$ cat src/rtl/invader_row_hits.sv
// Row hit detector: matches bullet pixels against the live sprite stream and owns the row alive mask (optional score: INVADER_SCORE_EN).
// Latency: hit_valid/hit_idx/bullet_kill one edge after the coincidence; mask, count and score commit on the first frame_start after hit_ack.
// Backpressure: a reported hit holds until hit_ack; further coincidences are ignored until the commit frame, so at most one kill per frame.
module invader_row_hits #(
    parameter int INVADERS_H = 11,
    parameter int IDX_W      = 4,
    parameter int POINTS     = 10,
    parameter int SCORE_W    = 16
) (
    input  logic                  clk,
    input  logic                  rst,
    input  logic                  frame_start,
    input  logic                  row_reload,
    input  logic [IDX_W-1:0]      spr_draw,
    input  logic                  bullet_px,
    input  logic                  bullet_active,
    input  logic                  hit_ack,
    output logic [INVADERS_H-1:0] sprites,
    output logic                  hit_valid,
    output logic [IDX_W-1:0]      hit_idx,
    output logic                  bullet_kill,
    output logic [IDX_W-1:0]      alive_count,
    output logic                  row_empty,
    output logic [SCORE_W-1:0]    score
);

    localparam logic [1:0] ST_ARMED = 2'd0;
    localparam logic [1:0] ST_HIT   = 2'd1;
    localparam logic [1:0] ST_HELD  = 2'd2;

    logic [1:0]            state_q, state_d;
    logic [INVADERS_H-1:0] sprites_q, sprites_d;
    logic [IDX_W-1:0]      alive_q, alive_d;
    logic [IDX_W-1:0]      hit_idx_q, hit_idx_d;
    logic                  hit_valid_q, hit_valid_d;
    logic                  bullet_kill_q, bullet_kill_d;

    logic                  spr_alive;
    logic [INVADERS_H-1:0] clr_mask;
    logic                  coinc;
    logic                  commit;

    // Out-of-range indices (0 or above the row width) never match any slot, so they read as dead.
    always_comb begin
        spr_alive = 1'b0;
        clr_mask  = '1;
        for (int k = 0; k < INVADERS_H; k++) begin
            if (spr_draw == IDX_W'(k + 1)) spr_alive = sprites_q[k];
            if (hit_idx_q == IDX_W'(k + 1)) clr_mask[k] = 1'b0;
        end
    end

    assign coinc  = spr_alive & bullet_px & bullet_active;
    assign commit = !row_reload && (state_q == ST_HELD) && frame_start;

    always_comb begin
        state_d       = state_q;
        sprites_d     = sprites_q;
        alive_d       = alive_q;
        hit_idx_d     = hit_idx_q;
        hit_valid_d   = hit_valid_q;
        bullet_kill_d = 1'b0;
        if (row_reload) begin
            state_d     = ST_ARMED;
            sprites_d   = '1;
            alive_d     = IDX_W'(INVADERS_H);
            hit_idx_d   = '0;
            hit_valid_d = 1'b0;
        end else begin
            case (state_q)
                ST_ARMED: begin
                    if (coinc) begin
                        hit_idx_d     = spr_draw;
                        hit_valid_d   = 1'b1;
                        bullet_kill_d = 1'b1;
                        state_d       = ST_HIT;
                    end
                end
                ST_HIT: begin
                    if (hit_ack) begin
                        hit_valid_d = 1'b0;
                        state_d     = ST_HELD;
                    end
                end
                ST_HELD: begin
                    if (commit) begin
                        sprites_d = sprites_q & clr_mask;
                        if (alive_q != '0) alive_d = alive_q - IDX_W'(1);
                        state_d   = ST_ARMED;
                    end
                end
                default: state_d = ST_ARMED;
            endcase
        end
    end

    always_ff @(posedge clk or negedge rst) begin
        if (!rst) begin
            state_q       <= ST_ARMED;
            sprites_q     <= '1;
            alive_q       <= IDX_W'(INVADERS_H);
            hit_idx_q     <= '0;
            hit_valid_q   <= 1'b0;
            bullet_kill_q <= 1'b0;
        end else begin
            state_q       <= state_d;
            sprites_q     <= sprites_d;
            alive_q       <= alive_d;
            hit_idx_q     <= hit_idx_d;
            hit_valid_q   <= hit_valid_d;
            bullet_kill_q <= bullet_kill_d;
        end
    end

`ifdef INVADER_SCORE_EN
    logic [SCORE_W-1:0] score_q, score_d;
    logic [SCORE_W:0]   score_sum;

    // One extra bit catches the carry so the counter pins at all-ones instead of wrapping.
    assign score_sum = {1'b0, score_q} + (SCORE_W + 1)'(POINTS);

    always_comb begin
        score_d = score_q;
        if (commit) score_d = score_sum[SCORE_W] ? '1 : score_sum[SCORE_W-1:0];
    end

    always_ff @(posedge clk or negedge rst) begin
        if (!rst) score_q <= '0;
        else      score_q <= score_d;
    end

    assign score = score_q;
`else
    // Scoring disabled: the port stays for a uniform interface and is tied to zero.
    assign score = SCORE_W'(POINTS) & SCORE_W'(0);
`endif

    assign sprites     = sprites_q;
    assign hit_valid   = hit_valid_q;
    assign hit_idx     = hit_idx_q;
    assign bullet_kill = bullet_kill_q;
    assign alive_count = alive_q;
    assign row_empty   = (sprites_q == '0);

endmodule
$ cat config.mk
export PLATFORM = sky130hd
export DESIGN_NAME = invader_row_hits
export DESIGN_NICKNAME = d
export VERILOG_FILES = /design/src/rtl/invader_row_hits.sv
export SDC_FILE = /design/constraint.sdc
export NUM_CORES = 1
export LEC_CHECK = 0
export ABC_AREA = 1
export CAP_MARGIN = 20
export CELL_PAD_IN_SITES_DETAIL_PLACEMENT = 0
export CELL_PAD_IN_SITES_GLOBAL_PLACEMENT = 2
export CORE_MARGIN = 1.5
export CORE_UTILIZATION = 26
export DETAILED_ROUTE_END_ITERATION = 8
export PLACE_DENSITY_LB_ADDON = 0.1
export SLEW_MARGIN = 20
export SYNTH_ARGS = -nofsm -noshare
export SYNTH_HDL_FRONTEND = slang
export SYNTH_SLANG_ARGS = --single-unit
$ cat constraint.sdc
create_clock -name clk -period 3.75 [get_ports clk]
set_input_delay 0.75 -clock clk [delete_from_list [all_inputs] [get_ports clk]]
set_output_delay 0.75 -clock clk [all_outputs]
set_load 0.05 [all_outputs]
# After elaboration in Yosys (flattened, before gate mapping)

Cells that the tools add are included.

Word-level logic and storage cells: 98
Output and inout bits: 38
Bits of input ports: 11
Bits in registers: 23

Muxes and demuxes: 44
Bitwise gates (word level): 3
$add $sub $neg: 1
Eq/ne operators: 27
Reduce and logical (&&, ||, !) cells: 17

Operators with widths:

| kind                                                 | number |
|---|---|
| two-way mux 11 bit                                   | 3 |
| equality test 4 x 3 -> 1 bit (second input constant) | 8 |
| equality test 4 bit (second input constant)          | 8 |
| two-way mux 1 bit                                    | 28 |
| two-way mux 4 bit                                    | 7 |
| equality test 4 x 2 -> 1 bit (second input constant) | 4 |
| AND 11 bit                                           | 1 |
| zero test 11 bit                                     | 1 |
| nonzero test 2 bit                                   | 5 |
| != test 3 bit (second input constant)                | 3 |
| AND reduction 3 bit                                  | 3 |
| equality test 4 x 1 -> 1 bit (second input constant) | 2 |
| two-way mux 2 bit                                    | 4 |
| case mux 2 bit (3 select lines)                      | 1 |
| AND reduction 2 bit                                  | 2 |
| nonzero test 4 bit                                   | 1 |
| subtractor 4 x 1 -> 4 bit (second input constant)    | 1 |
| nonzero test 3 bit                                   | 1 |
| AND 1 bit                                            | 2 |
| equality test 2 x 1 -> 1 bit (second input constant) | 1 |
| equality test 2 bit (second input constant)          | 1 |
| logical AND 1 bit                                    | 2 |
| zero test 2 bit                                      | 1 |
| case mux 1 bit (2 select lines)                      | 1 |
| zero test 1 bit                                      | 1 |

# Depth between registers and ports, before layout

Gate-level depths: netlist of the first run.

Word-level depth: 17
Mapped depth: 10
Gate-level depth less buffers: 10

# Worst setup path after synthesis of the first run

No wires, ideal clock.

Kind: flip-flop to output port
From: reg sprites_q[5], in the netlist sprites[5]
To: out row_empty
Buffers on the path: 0
Arrival time: 2.285 ns
Setup slack: 0.715 ns
Stages on the path, launching flop included: 4
Required time: 3.000 ns
Cell sequence: dfstp_2 nor4_1 nand4_1 nor4_1

Longest elaborated chain between the ends: 1

RTL lines:

| item                   | line | RTL |
|---|---|---|
| from (decl)            | 32   | `logic [INVADERS_H-1:0] sprites_q, sprites_d;` |
| from (signal assigned) | 107  | `sprites_q <= sprites_d;` |
| zero test 11 bit       | 143  | `assign row_empty = (sprites_q == '0);` |
| to (decl)              | 23   | `output logic row_empty,` |

Every way passes these cells.

# Worst setup path in the final report of the first run

Ends and elaborated chain as after synthesis.

==> impl_metrics.yaml, run 1 <==
power:
  p_per_area_nw_per_um2: 313
  peakVddDrop_v: 0.000174
  p_leak_nw: 0.766
setup_path:
  crit_slowest_cell: "clkdlybuf4s50_1"
  end_kind: "output port"
  crit_type: "reg -> out"
  slowest_delay_ps: 850
  crit_top_cell: "nor4_1"
  cp_data_required_time_ps: 3000
  cp-start-kind: "register"
  arrival_ps: 2030
  r2r_slack_ps: 2040
  crit_fanout: 4
  crit_chain: "nor4_1, nand4_1, nor4_1, clkdlybuf4s50_1"
detailed_routing:
  drc: 0
  viasPerCell: 4.46
  first_pass_iters: 4
  totalWireLength_mm: 3.49
  avgRoutedWirePerCell_um: 13.1
  drt_iter0_markers: 47
  ant_nets: 0
  vias: 1187
synth:
  netlist_instances: 166
  synth_flop_cell: "dfstp_2"
  ys_seq_elements: 23
  synth_top_area_share_pct: 27.7
  synth_async_sr_flop_share_pct: 100
  synth.largest_area_cell: "dfstp_2"
  synth-seq-area-share_pct: 44.6
  mappedNetlistArea_sq_um: 1330
  synthDistinctLibCells: 25
  ys_warn_count: 0
  synth.avg_cell_area_sq_um: 8.00
  synth.most_common_cell: "nand2_1"
  netlist_top_cells_count: "44 x nand2_1, 18 x nand3_1, 16 x buf_4, 14 x dfstp_2"
  synth_edf_count: 0
  synthTopCellsByArea: "dfstp_2 28%, dfrtp_1 17%, nand2_1 12%"
layout:
  postLayoutCellArea_sq_um: 1690
  area_growth_pct: 27.5
  final_util_pct: 35.2
  nets: 212
  antenna_cells: 0
  drive_above_1_share_pct: 15.6
  layoutNonFillerInstCount: 266
  fill_cells: 514
global_routing:
  track_usage_pct: 13.0
  first_global_vias: 1098
  overflow: 0
  antenna_found_initial: 0
  grt_max_degree: 24
  grt_pass1_wl_mm: 5.51
sta:
  timing.setup.tns_ps: 0
  hold_viol: 0
  final_max_slew_viol_count: 0
  max_clock_freq_mhz: 359
  rsz0062_at_grt: "no"
  setup_violations: 0
  layout_worst_path_cycle_share_pct: 74.2
  clock-skew-final_ps: 2.88
  max_slew_margin_pct: 52.6
  layout_min_cycle_time_ps: 2780
  worst_pin_slew_ps: 705
cts:
  cts_buffers: 3
  cts_tree: "yes"
  htree_levels: 1
  cts.sinks: 23
  postCtsResizedCells: 0
  cts_hold_buffers: 0
  post-cts-setup-buffers: 0
  clk_latency_ps: 260
  clkTransAtPathRegs_ps: 80
  cts_root_buf: "clkbuf_8"
  clock_path_buffers: 2
die:
  core_sq_um: 4820
  rows: 25
  ios: 49
  die_x_um: 74.5
  start_util_pct: 27.6
  die_h_um: 74.5
  dieArea_sq_um: 5550
placement:
  place_area_sq_um: 1650
  gp_congestion: 0.775
  numPortBuffers: 32
  placed_cells: 262
  hpwl_mm: 2.64
job:
  drv_cap: 0
status:
  status: "finished clean"
min_path:
  hp-class: "in -> async"
path summary, 6_finish.rpt:
path / to / cells after the start / startpoint
setup / recovery: row_empty / 4 / sprites[5]
hold / removal: alive_count[2] / 1 / rst
setup reg to reg: alive_count[0] / 7 / alive_count[1]
hold reg to reg: hit_valid / 2 / hit_valid
max in group asynchronous: sprites[5] / 1 / rst
min in group clk: hit_valid / 2 / hit_valid
sequential cells by signal, indices dropped and copies added (netlist names):
name	flops
hit_valid	1
bullet_kill	1
state_q	2
hit_idx	4
sprites	11
alive_count	4
placed cells by master (no fill, tap or decap), types with 7 or more instances in the layout:
cell	netlist	final
o21ai_1	10	10
clkdlybuf4s50_1	0	31
nand3_1	18	18
inv_2	9	9
conb_1	1	16
nand2_1	44	44
nor3_1	7	7
nor2_1	8	8
inv_1	10	10
dfrtp_1	9	9
dfstp_2	14	14
worst max-delay path, delay by kind of cell (launching register included):
family                 cells  cell delay (ps)
and+or+nand+nor            3              540
DFF                        1              390
buffers and inverters      1              850
final cells by class:
type	instances	area, sq um	share of cell area (%)
Inverter	19	71.3	4.21
Timing Repair Buffer	32	315	18.6
Multi-Input combinational cell	121	586	34.6
Sequential cell	23	593	35.0
Clock buffer	4	45.0	2.66
Tap cell	67	83.8	4.95
report_power, final:
part / leakage [nW] / internal [mW] / switching, mW
clock network: 0.0228 / 0.0757 / 0.0780
logic: 0.472 / 0.0268 / 0.0872
registers: 0.271 / 0.255 / 0.00675
metrics by stage:
stage	hold WS (ps)	setup slack (ps)	power (mW)
after detailed placement	466	1230	0.381
after global placement	460	1210	0.381
after CTS	486	931	0.541
final	465	968	0.529
after floorplan	454	715	0.359
after global routing	491	731	0.555
kinds of logic (layout without fill, tap and decap cells):
logic type	after synthesis	after routing	synth area share [%]
flops	23	23	44.6
compound gates	20	20	9.04
fa+ha+maj	1	1	0.941
simple gates	84	84	29.6
other cells	1	16	0.282
buf+inv	37	55	15.5
routing by layer:
metal	track usage (%)	vias up	part of all wire, %
met5	0	-	0
met4	3.03	0	0.34
met3	1.63	2	5.4
met2	20.7	41	46
met1	18.8	564	49
li1	-	580	-
Power figures use the tool's default switching activity.
==> run 2, diff against run 1 <==
- CORE_UTILIZATION: 26 -> 22
- clock period: 3.75 -> 2.4 ns (I/O delays scaled with it)
==> run 2 against run 1 <==
  * Hold slack gained 13 ps
  * Combinational power grew 64%
  * Total power grew 58%
  * Routed wire length grew 4.8%
  * Largest cell class unchanged
  * Utilization shrank 5.4 points
  * Clock power grew 56%
  * Die area grew 17%
  * Final cell count grew 4.9%
  * Critical path type unchanged
  * Critical endpoint is now sprites[9]
  * Via count shrank 0.34%
  * Sequential share of layout area shrank 1.1 points
  * Clock skew grew 1.1 ps
==> impl_metrics.yaml, run 2 (synthesized netlist as in run 1, its figures left out) <==
status:
  status: "finished clean"
setup_path:
  reg2reg_to: "alive_count[0]"
  slowest_delay_ps: 820
  r2r-start: "alive_count[0]"
  cp_data_required_time_ps: 1920
  cp-start-kind: "register"
  crit_type: "reg -> out"
  r2r_slack_ps: 780
  crit_chain: "clkdlybuf4s50_1"
  r2r_cells: 7
  crit_fanout: 4
  crit_slowest_cell: "clkdlybuf4s50_1"
  end_kind: "output port"
  arrival_ps: 1670
  cp_top_family: "buffers and inverters"
  path_buf_inv: 1
layout:
  antenna_cells: 0
  ff_latch_area_sq_um: 593
  largest_reg_flops: 11
  multi_input_area_sq_um: 592
  fill_cells: 645
  drive_above_1_share_pct: 18.1
  layout_common_cells: "44 x nand2_1, 31 x clkdlybuf4s50_1, 18 x nand3_1"
  area_growth_pct: 31.7
  nets: 217
  final_common_cell: "nand2_1"
power:
  peakVddDrop_v: 0.000157
  p_seq_share_pct: 48.8
  p_per_area_nw_per_um2: 477
  p_int_mw: 0.564
  combPwrFrac_pct: 22.4
  p_sw_share_pct: 32.4
  power_frac_clock_pct: 28.9
  p_leak_nw: 0.792
  switchingPower_mw: 0.271
detailed_routing:
  ant_nets: 0
  drc: 0
  viasPerCell: 4.24
  first_pass_iters: 4
  avgRoutedWirePerCell_um: 13.1
  totalWireLength_mm: 3.66
  vias: 1183
  drt_iter0_markers: 51
cts:
  htree_levels: 1
  cts_root_buf: "clkbuf_8"
  postCtsResizedCells: 0
  clkTransAtPathRegs_ps: 80
  cts_buffers: 3
  clk_latency_ps: 260
  cts_hold_buffers: 0
  clock_path_buffers: 2
  cts.sinks: 23
  post-cts-setup-buffers: 0
  cts_tree: "yes"
job:
  drv_cap: 0
sta:
  clock-skew-final_ps: 3.93
  setup_slack_ps: 251
  hold_viol: 0
  layout_min_cycle_time_ps: 2150
  timing.setup.tns_ps: 0
  max_slew_margin_pct: 57.1
  layout_worst_path_cycle_share_pct: 89.6
  final_max_slew_viol_count: 0
  worst_pin_slew_ps: 637
  max_clock_freq_mhz: 465
  rsz0062_at_grt: "no"
  setup_violations: 0
min_path:
  hp-class: "reg -> reg"
  hp-start: "hit_valid"
  min_to: "hit_valid"
  whs_path_depth: 2
placement:
  hpwl_mm: 2.90
  gp_congestion: 0.775
  numPortBuffers: 32
  post-place-ws_ps: 293
global_routing:
  grt_pass1_wl_mm: 6.15
  first_global_vias: 1182
  grt-busiest-layer: "met2"
  use_met3_pct: 2.16
  grt_use_met2_pct: 20.1
  grt_max_degree: 24
  overflow: 0
  antenna_found_initial: 0
  track_usage_pct: 12.5
  grt_util_met1_pct: 17.2
die:
  start_util_pct: 22.6
  core_sq_um: 5890
  ios: 49
  dieArea_sq_um: 6510
  rows: 28
  die_h_um: 80.7
  die_x_um: 80.7
## run 2: cell count changes in the layout (fill, tap and decap cells not counted), sizes merged
cell  delta
buf      +5
## run 2: per-layer routing
metal	wire length, um	part of all wire [%]	up-vias
met5	0	0	-
met4	38	1.0	0
li1	-	-	593
met3	179	4.9	5
met1	1790	49	549
met2	1650	45	36
## run 2: final cells by class
class                      instances  share of cell area [%]
clock buffer                       4                    2.57
inverter                          19                    4.07
multi-input combinational        121                    33.8
sequential                        23                    33.9
tap                               75                    5.36
timing repair buffer              37                    20.3
## run 2: metrics by stage
step                      instances  util [%]  hold slack [ps]  instance area, sq um  power (mW)
after global routing            279      29.7              520                  1750       0.889
after global placement          275      29.0              465                  1710       0.602
final                           279      29.7              478                  1750       0.834
after floorplan                 181         -              184                  1390       0.561
after CTS                       279      29.7              487                  1750       0.854
after detailed placement        275      29.0              467                  1710       0.601
## run 2: how the worst max path moves through the flow
| stage | from | endpoint | slack, ps | cells after the start |
|---|---|---|---|---|
| 6_report | sprites[9] | sprites[9] | 250 | 1 |
| 5_1_grt | sprites[9] | sprites[9] | 210 | 1 |
| 4_1_cts | sprites[9] | sprites[9] | 230 | 1 |
| 3_5_place_dp | spr_draw[1] | hit_idx[0] | 290 | 9 |
| 3_3_place_gp | spr_draw[1] | hit_idx[0] | 310 | 9 |
| 2_1_floorplan | sprites[5] | row_empty | 210 | 3 |
## run 2: power groups by stage
stage,sequential [mW],combinational (mW),clock (mW)
3_3_place_gp,0.414,0.188,0
2_1_floorplan,0.439,0.123,0
5_1_grt,0.409,0.203,0.277
3_5_place_dp,0.414,0.187,0
6_report,0.407,0.187,0.241
4_1_cts,0.407,0.188,0.258
